--- config.mk ---
export PLATFORM = sky130hd
export DESIGN_NAME = stack_calc_ctrl
export DESIGN_NICKNAME = d
export VERILOG_FILES = /design/src/rtl/stack_calc_ctrl.sv
export SDC_FILE = /design/constraint.sdc
export NUM_CORES = 1
export LEC_CHECK = 0
export BUFFER_PORTS_ARGS = -buffer_cell sky130_fd_sc_hd__buf_2
export CORE_ASPECT_RATIO = 0.7
export CORE_MARGIN = 5
export CORE_UTILIZATION = 40
export DETAILED_ROUTE_END_ITERATION = 8
export MAX_ROUTING_LAYER = met4
export RECOVER_POWER = 50
export SYNTH_ARGS = -nofsm -noshare
export SYNTH_HDL_FRONTEND = slang
export SYNTH_SLANG_ARGS = --single-unit
export TNS_END_PERCENT = 100
--- constraint.sdc ---
create_clock -name clk -period 5.8 [get_ports clk]
set_input_delay 0.87 -clock clk [delete_from_list [all_inputs] [get_ports clk]]
set_output_delay 0.87 -clock clk [all_outputs]
set_load 0.02 [all_outputs]
--- src/rtl/stack_calc_ctrl.sv ---
// stack_calc_ctrl
//   Stack-calculator controller. Executes PUSH/POP/ADD/SUB/TOP/CLEAR/INC/DEC on a
//   descending stack held in an external single-port RAM with 1-cycle read
//   latency, and drives the DAR/DVR display registers.
//
//   state | meaning
//   ------+-----------------------------------------------------------------
//   IDLE  | waiting for op_valid; rejects, POP-to-empty and CLEAR finish here
//   WR    | RAM write: PUSH operand, or ADD/SUB result into second slot
//   RD1   | ADD/SUB: read top (SP+1)
//   RD2   | ADD/SUB: read second (SP+2), capture top as A
//   RDV   | POP/TOP/INC/DEC: read the word to be displayed
//   CAP   | capture read data into DVR
//
// Ports
//   clk, rst_n            clock, asynchronous active-low reset
//   op_valid, op, sw_data op request (sampled in IDLE only) and PUSH operand
//   mem_cs/we/addr/wdata  RAM control and write data; mem_rdata read data
//   dar, dvr              display address / value registers
//   stack_cnt,empty,full  stack occupancy
//   busy, err             FSM not IDLE; sticky rejection flag
module stack_calc_ctrl #(
  parameter int DATA_W = 8,
  parameter int ADDR_W = 7,
  parameter int SAT    = 0
) (
  input  logic              clk,
  input  logic              rst_n,
  input  logic              op_valid,
  input  logic [2:0]        op,
  input  logic [DATA_W-1:0] sw_data,
  output logic              mem_cs,
  output logic              mem_we,
  output logic [ADDR_W-1:0] mem_addr,
  output logic [DATA_W-1:0] mem_wdata,
  input  logic [DATA_W-1:0] mem_rdata,
  output logic [ADDR_W-1:0] dar,
  output logic [DATA_W-1:0] dvr,
  output logic [ADDR_W:0]   stack_cnt,
  output logic              empty,
  output logic              full,
  output logic              busy,
  output logic              err
);

  localparam logic [2:0] OP_PUSH  = 3'd0;
  localparam logic [2:0] OP_POP   = 3'd1;
  localparam logic [2:0] OP_ADD   = 3'd2;
  localparam logic [2:0] OP_SUB   = 3'd3;
  localparam logic [2:0] OP_TOP   = 3'd4;
  localparam logic [2:0] OP_CLEAR = 3'd5;
  localparam logic [2:0] OP_INC   = 3'd6;
  localparam logic [2:0] OP_DEC   = 3'd7;

  localparam logic [ADDR_W-1:0] A_ONE    = ADDR_W'(1);
  localparam logic [ADDR_W-1:0] A_TWO    = ADDR_W'(2);
  localparam logic [ADDR_W:0]   CNT_ONE  = (ADDR_W+1)'(1);
  localparam logic [ADDR_W:0]   CNT_TWO  = (ADDR_W+1)'(2);
  localparam logic [ADDR_W:0]   CNT_FULL = {1'b1, {ADDR_W{1'b0}}};

  typedef enum logic [2:0] {S_IDLE, S_WR, S_RD1, S_RD2, S_RDV, S_CAP} state_e;

  state_e              state_q, state_d;
  logic [ADDR_W-1:0]   sp_q, sp_d;
  logic [ADDR_W:0]     cnt_q, cnt_d;
  logic [ADDR_W-1:0]   dar_q, dar_d;
  logic [DATA_W-1:0]   dvr_q, dvr_d;
  logic                err_q, err_d;
  logic [2:0]          op_q, op_d;
  logic [DATA_W-1:0]   opnd_q, opnd_d;
  logic [DATA_W-1:0]   a_q, a_d;

  logic [DATA_W:0]     sum_w, dif_w;
  logic [DATA_W-1:0]   res_w;

  // A is the top word (captured in RD2); B is the second word arriving in WR.
  assign sum_w = {1'b0, a_q} + {1'b0, mem_rdata};
  assign dif_w = {1'b0, a_q} - {1'b0, mem_rdata};

  always_comb begin
    res_w = sum_w[DATA_W-1:0];
    if (op_q == OP_SUB) begin
      res_w = dif_w[DATA_W-1:0];
      if ((SAT != 0) && dif_w[DATA_W]) res_w = '0;
    end else if ((SAT != 0) && sum_w[DATA_W]) begin
      res_w = '1;
    end
  end

  always_ff @(posedge clk or negedge rst_n) begin
    if (!rst_n) begin
      state_q <= S_IDLE;
      sp_q    <= '1;
      cnt_q   <= '0;
      dar_q   <= '0;
      dvr_q   <= '0;
      err_q   <= 1'b0;
      op_q    <= OP_PUSH;
      opnd_q  <= '0;
      a_q     <= '0;
    end else begin
      state_q <= state_d;
      sp_q    <= sp_d;
      cnt_q   <= cnt_d;
      dar_q   <= dar_d;
      dvr_q   <= dvr_d;
      err_q   <= err_d;
      op_q    <= op_d;
      opnd_q  <= opnd_d;
      a_q     <= a_d;
    end
  end

  always_comb begin
    state_d   = state_q;
    sp_d      = sp_q;
    cnt_d     = cnt_q;
    dar_d     = dar_q;
    dvr_d     = dvr_q;
    err_d     = err_q;
    op_d      = op_q;
    opnd_d    = opnd_q;
    a_d       = a_q;
    mem_cs    = 1'b0;
    mem_we    = 1'b0;
    mem_addr  = '0;
    mem_wdata = '0;

    case (state_q)
      S_IDLE: begin
        if (op_valid) begin
          case (op)
            OP_PUSH: begin
              if (cnt_q == CNT_FULL) err_d = 1'b1;
              else begin
                err_d   = 1'b0;
                op_d    = op;
                opnd_d  = sw_data;
                state_d = S_WR;
              end
            end
            OP_POP: begin
              if (cnt_q == '0) err_d = 1'b1;
              else begin
                err_d = 1'b0;
                op_d  = op;
                sp_d  = sp_q + A_ONE;
                cnt_d = cnt_q - CNT_ONE;
                // Popping the last word leaves nothing to display.
                if (cnt_q == CNT_ONE) begin
                  dar_d = '0;
                  dvr_d = '0;
                end else begin
                  state_d = S_RDV;
                end
              end
            end
            OP_ADD, OP_SUB: begin
              if (cnt_q < CNT_TWO) err_d = 1'b1;
              else begin
                err_d   = 1'b0;
                op_d    = op;
                state_d = S_RD1;
              end
            end
            OP_TOP: begin
              if (cnt_q == '0) err_d = 1'b1;
              else begin
                err_d   = 1'b0;
                op_d    = op;
                dar_d   = sp_q + A_ONE;
                state_d = S_RDV;
              end
            end
            OP_CLEAR: begin
              sp_d  = '1;
              cnt_d = '0;
              dar_d = '0;
              dvr_d = '0;
              err_d = 1'b0;
            end
            OP_INC: begin
              err_d   = 1'b0;
              op_d    = op;
              dar_d   = dar_q + A_ONE;
              state_d = S_RDV;
            end
            default: begin // OP_DEC
              err_d   = 1'b0;
              op_d    = op;
              dar_d   = dar_q - A_ONE;
              state_d = S_RDV;
            end
          endcase
        end
      end
      S_WR: begin
        mem_cs  = 1'b1;
        mem_we  = 1'b1;
        state_d = S_IDLE;
        if (op_q == OP_PUSH) begin
          mem_addr  = sp_q;
          mem_wdata = opnd_q;
          sp_d      = sp_q - A_ONE;
          cnt_d     = cnt_q + CNT_ONE;
          dar_d     = sp_q;
          dvr_d     = opnd_q;
        end else begin
          // Result replaces the second word; the old top slot becomes free.
          mem_addr  = sp_q + A_TWO;
          mem_wdata = res_w;
          sp_d      = sp_q + A_ONE;
          cnt_d     = cnt_q - CNT_ONE;
          dar_d     = sp_q + A_TWO;
          dvr_d     = res_w;
        end
      end
      S_RD1: begin
        mem_cs   = 1'b1;
        mem_addr = sp_q + A_ONE;
        state_d  = S_RD2;
      end
      S_RD2: begin
        mem_cs   = 1'b1;
        mem_addr = sp_q + A_TWO;
        a_d      = mem_rdata;
        state_d  = S_WR;
      end
      S_RDV: begin
        mem_cs   = 1'b1;
        mem_addr = (op_q == OP_POP) ? (sp_q + A_ONE) : dar_q;
        state_d  = S_CAP;
      end
      S_CAP: begin
        dvr_d = mem_rdata;
        if (op_q == OP_POP) dar_d = sp_q + A_ONE;
        state_d = S_IDLE;
      end
      default: state_d = S_IDLE;
    endcase
  end

  assign dar       = dar_q;
  assign dvr       = dvr_q;
  assign stack_cnt = cnt_q;
  assign empty     = (cnt_q == '0);
  assign full      = (cnt_q == CNT_FULL);
  assign busy      = (state_q != S_IDLE);
  assign err       = err_q;

endmodule
## After elaboration in Yosys (flattened, before gate mapping)

Cells that the tools add are included.

- Output and inout port bits: 44
- Logic and storage cells: 111
- Bits in registers: 53
- Input port bits: 22

- Eq/ne operators: 28
- Mux-type cells: 44
- Bitwise gates (word level): 2
- Reduce and logical (&&, ||, !) cells: 18
- Order comparisons: 1
- Add/subtract/negate cells: 9

Operator list:

| cell | count |
|---|---|
| 8-bit two-way mux | 9 |
| 7-bit two-way mux | 8 |
| 8-bit case mux with 2 select lines | 3 |
| 7-bit case mux with 5 select lines | 1 |
| 7-bit case mux with 2 select lines | 2 |
| 7-bit case mux with 4 select lines | 1 |
| 3-bit two-way mux | 9 |
| 3-bit case mux with 4 select lines | 2 |
| 8-bit case mux with 3 select lines | 1 |
| 7-bit case mux with 3 select lines | 1 |
| 3-bit inequality test, second input constant | 6 |
| 3-bit by 2-bit equality test with 1-bit output, second input constant | 5 |
| 3-bit equality test, second input constant | 5 |
| 3-bit case mux with 5 select lines | 1 |
| 7-bit by 1-bit adder with 7-bit output, second input constant | 2 |
| 7-bit by 1-bit subtractor with 7-bit output, second input constant | 2 |
| 2-bit inequality test, second input constant | 6 |
| 6-bit AND reduction | 2 |
| 3-bit by 1-bit equality test with 1-bit output, second input constant | 3 |
| 3-bit logical NOT | 3 |
| 8-bit by 1-bit adder with 8-bit output, second input constant | 1 |
| 8-bit adder | 1 |
| 8-bit by 1-bit equality test with 1-bit output, second input constant | 1 |
| 8-bit equality test, second input constant | 1 |
| other kinds (18) | 26 |

## Logic depth before layout (Yosys ltp)

- Word-level depth: 6
- Depth in mapped cells: 11

## Least setup slack after synthesis

Ideal clock, no wire load.

- Path type: in2out
- Start point: in mem_rdata[0]
- End point: out mem_wdata[6]
- Slack: 2205 ps
- Stages on the path: 9
- Buffers on the path: 0
- Required time: 4930 ps
- Arrival: 2725 ps
- Path through: inv_1 -> ha_1 -> mux2i_1 -> fa_1 -> a21o_1 -> a21oi_1 -> o21bai_1 -> a2111o_1 -> nand3_1

- Longest elaborated chain between the ends: 4

Ends and longest elaborated chain:

| what | line | RTL |
|---|---|---|
| start: declaration | 36 | `input logic [DATA_W-1:0] mem_rdata,` |
| 8-bit adder or 8-bit subtractor (tied branches) | 77, 78 |  |
| 8-bit two-way mux * | 82 | `if (op_q == OP_SUB) begin` |
| 8-bit two-way mux * | 201 | `if (op_q == OP_PUSH) begin` |
| 8-bit two-way mux * | 129 | `case (state_q)` |
| end: declaration | 35 | `output logic [DATA_W-1:0] mem_wdata,` |

Mark *: on every way between the ends. The rest lies on a longest branch, timed or not.

## Worst setup path in the final report

- Start point: reg state_q[2]
- End point: out mem_addr[1]

- Longest elaborated chain between the ends: 2

Ends and longest elaborated chain:

| what | line | RTL |
|---|---|---|
| start: declaration | 63 | `state_e state_q, state_d;` |
| start signal: assignment | 102 | `state_q <= state_d;` |
| 3-bit equality test (tied with other cells) | 129 |  |
| 7-bit case mux with 4 select lines * | 129 |  |
| end: declaration | 34 | `output logic [ADDR_W-1:0] mem_addr,` |

Marked as above.

==> results.txt <==
The per-cell routed wire length came out at 18.9 um. The horizontal extent of the die is 134 um. The max-capacitance violation count came out at 1. For this run, the leading register cell type out of synthesis is sky130_fd_sc_hd__dfrtp_1. The path class of the tightest hold or removal check is register to register. The average via count per standard cell is 5.99. In this design, the stage delay of the slowest critical-path cell is about 0.79 ns.

The wire length of the first global-routing pass came out at about 21 mm. For this run, the detailed router's first-pass iteration total came to 5. The setup total negative slack came out at 0 ns. The detailed router used layers up to and including met4.

The met3 wire length came out at 945 um. The flow ran to the end, but the final reports show violations. The critical path goes through or3b_2, inv_1, a22oi_1, o21ai_0, a22oi_1, o22ai_1, buf_2. Of the cells placed in the final design, the portion with a size suffix greater than 1 is 0.181. The area of the core came out at about 10,000 um^2. The worst slack on hold paths came out at a little under 0.5 ns. Counting the fill cells in the layout gives 1,032. Setup violations remaining at the end of the flow were counted as 0. Measured on the finished design, the core utilization comes to 0.455. The length in cells of the worst reg-to-reg path came out at 6. The net switching power came out at 1.61 mW. The maximum level of the CTS H-tree came out at 2. The final layout contains routed wiring with a total length of 12.9 mm. The worst hold path terminates at a_q[2]. The number of global-route vias before repair came to between 3,000 and 4,000. The portion of the clock cycle consumed by the worst path in the final layout is 0.702.

The nature of the critical path startpoint is a register. Among all cell types in the netlist, the one instantiated most often is sky130_fd_sc_hd__nand2_1. After clock tree synthesis, the clock-pin slew on the worst setup and hold paths is about 0.07 ns. The number of synthesis warnings came out at 0.

The routability congestion estimate from global placement is between 0.9 and 1. In this run the power density over the cells is between 600 and 700 nW/um^2. The number of nets in the layout came out at about 600. The TritonCTS buffer count is 5. The time the final worst path needs with I/O delays and setup is 4.07 ns. The combinational share of power came out at 0.623.

The final reports fail on capacitance limit, slew limit. Synthesis produced a netlist whose cell count is 508. The source-to-sink clock delay at the later pin of the worst-skew pair is about 0.3 ns. The share of the Yosys chip area taken by registers is 0.309. Once detail routing completed, the nets flagged for antenna violations numbered 0. The synthesized area divided by synthesized cell count is roughly 8.5 um^2.

The number of antenna violations at the first check in global routing came out at 0. The via count came out at about 4,100. The count of flip-flops with a built-in enable after synthesis came out at 0. Based on the critical path, the design can be clocked at up to 245 MHz. The number of synthesized register bits is 53. The worst relative slew slack came out at -0.996. TritonCTS built the clock tree. The post-cts sizing count came out at 0.

The commonest cells after synthesis are 65 x sky130_fd_sc_hd__nand2_1, 46 x sky130_fd_sc_hd__dfrtp_1, 43 x sky130_fd_sc_hd__o21ai_0. Setup repair after global routing left no endpoint under its margin. After clock tree synthesis, the setup repair step added 0 buffers. The worst voltage drop across the vdd grid came out at around 0.2 mV. The part of the total power dissipated in the clock network is 0.109.

Summed over all layers, the global routing overflow is 0. The net count after synthesis came out at roughly 550. The switching portion of total power came out at 0.508. The setup slack on the worst flop-to-flop path came out at roughly 2.8 ns. The largest fanout on the critical path is 29. The leakage component of the power is about 2.1 nW. The number of buffers between clock root and the deepest sink is 2. The async set-reset flop share out of synthesis is 1.00. Compared with the post-synthesis result, the final layout area differs by 10.3%. The met1 wire length came out at 6.53 mm. The largest individual stage delay along the critical path comes from the cell sky130_fd_sc_hd__or3b_2. The post-cts hold buffer count came out at 0. The DRC violation count after routing is 0. The arrival time of the worst setup path is between 3 and 4 ns.

The cell area after synthesis is ~4300 um^2. After floorplanning, the core was divided into 31 placement rows. The most numerous cell type found on the critical path is sky130_fd_sc_hd__a22oi_1. The startpoint identified for the worst register-to-register timing path is state_q[2]. The startpoint identified for the worst hold timing path is a_q[2]. The data required time of the worst path is 4.93 ns.

The die covers 13,000 um^2. The hold violation total from the final report came to 0. The pin count of the biggest net entering global routing is 54.

The number of antenna diodes in the final layout is 0. The cell-internal power is between 1.5 and 2 mW. The worst setup path is captured at an output pin. At the pin with the least slew margin, the transition time is 2.99 ns.

The count of buffers from port buffering came out at 65. The height of the chip came out at 97.0 um. The sequential group share of total power is 0.268. The worst clock skew is a little over 0.006 ns.

Counting every sink on the clock net gives 53. The count of pins on the block boundary is 66. In this run the critical register-to-register path is captured at stack_cnt[2]. The cell accounting for the most synthesized area is sky130_fd_sc_hd__dfrtp_1.

Summed over all nets, the half-perimeter wirelength after detailed placement is slightly below 10 mm. The worst setup path is of the register to output pin kind. The count of final max-slew check failures is 54. The DRC marker count from the first detailed-route iteration is 383.

The starting utilization of the core area came out at 0.413. The root buffer cell chosen for the clock tree is sky130_fd_sc_hd__clkbuf_16. Detailed routing placed a total of roughly 5.3 mm of wire on met2. The share of the synthesized area in the top cell type is 0.266. Leaving out filler cells and counting taps, the final layout contains between 600 and 700. Including well taps, the total number of placed cells is 677.

The global-route usage over all layers is 0.207. Ranked by total cell area, the synthesized netlist is headed by sky130_fd_sc_hd__dfrtp_1 27%, sky130_fd_sc_hd__ha_1 6.4%, sky130_fd_sc_hd__mux2_2 5.7%, sky130_fd_sc_hd__nand2_1 5.6%, sky130_fd_sc_hd__xnor2_1 5.3%. Along the worst hold path, the cell count comes to 2. The number of different library cells in the post-synthesis netlist came out at 74.
per-layer routing:
layer	up-vias	GRT usage
li1	1924	-
met1	2003	0.311
met2	155	0.280
met3	13	0.0482
met4	0	0.0399
met5	-	-
cell type report:
| type | count | area (um^2) | area share |
|---|---|---|---|
| multi-input combinational | 399 | 2700 | 0.565 |
| sequential | 53 | 1340 | 0.280 |
| timing repair buffer | 68 | 318 | 0.0666 |
| tap | 132 | 165 | 0.0346 |
| clock buffer | 5 | 125 | 0.0262 |
| inverter | 25 | 93.8 | 0.0197 |
| clock inverter | 2 | 35.0 | 0.00735 |
power by group through the flow:
| stage | Sequential (mW) | Combinational, mW | Clock (mW) |
|---|---|---|---|
| floorplan | 0.784 | 1.50 | 0 |
| global placement | 0.837 | 1.93 | 0 |
| detailed placement | 0.845 | 1.96 | 0 |
| CTS | 0.839 | 1.97 | 0.348 |
| global route | 0.884 | 2.18 | 0.365 |
| finish | 0.847 | 1.97 | 0.345 |
cells in the final DEF, fill, tap and decap left out, drive strengths merged, types with 3 or more instances in the layout:
cell type / instances
nor4: 4
nand2b: 4
o22ai: 5
o21a: 3
a221o: 5
nand4: 6
clkbuf: 27
a211oi: 5
or3: 5
nand2: 65
nor3: 13
a22o: 3
a21o: 6
o21bai: 3
nand3: 8
and3b: 3
dfrtp: 46
a21oi: 30
o31ai: 5
a31oi: 9
buf: 46
a22oi: 7
and3: 4
o21ai: 44
xnor2: 26
mux2: 22
a2bb2oi: 4
xor2: 8
ha: 22
nor2: 37
mux2i: 4
inv: 25
dfstp: 7
nor2b: 3
metrics by stage:
step	cell area [um^2]	power, mW	setup slack (ns)
finish	4770	3.16	1.73
global route	4770	3.43	1.54
CTS	4800	3.16	1.77
detailed placement	4640	2.80	1.83
global placement	4640	2.77	1.90
floorplan	4320	2.29	2.21
critical path, delay by kind of cell (launching register included):
| kind | cells | cell delay [ns] |
|---|---|---|
| AOI/OAI and AO/OA | 4 | 0.68 |
| buffers and inverters | 2 | 0.72 |
| DFF | 1 | 0.71 |
| and+or+nand+nor | 1 | 0.79 |
cell families after synthesis:
| kind of cell | Yosys count | share of synthesized area |
|---|---|---|
| simple gates | 163 | 0.182 |
| compound gates | 152 | 0.233 |
| buf+inv | 56 | 0.0677 |
| flops | 53 | 0.309 |
| xor+xnor | 34 | 0.0689 |
| mux | 26 | 0.0666 |
| fa+ha+maj | 24 | 0.0729 |
worst max-delay path by stage:
stage                   endpoint  slack (ns)  cells after the start    startpoint
floorplan           mem_wdata[6]        2.21                      9  mem_rdata[0]
global placement    mem_wdata[6]        1.90                     11  mem_rdata[0]
detailed placement  mem_wdata[6]        1.83                     11  mem_rdata[0]
CTS                  mem_addr[1]        1.77                      7    state_q[2]
global route         mem_addr[1]        1.54                      7    state_q[2]
finish               mem_addr[1]        1.73                      7    state_q[2]
sequential cells by signal, summed over array words and instances, names as in the netlist:
register and flops:
state_q 3, stack_cnt 8, err 1, dar 7
opnd_q 8, op_q 3, a_q 8, sp_q 7
dvr 8
(Power assumes the default switching activity.)
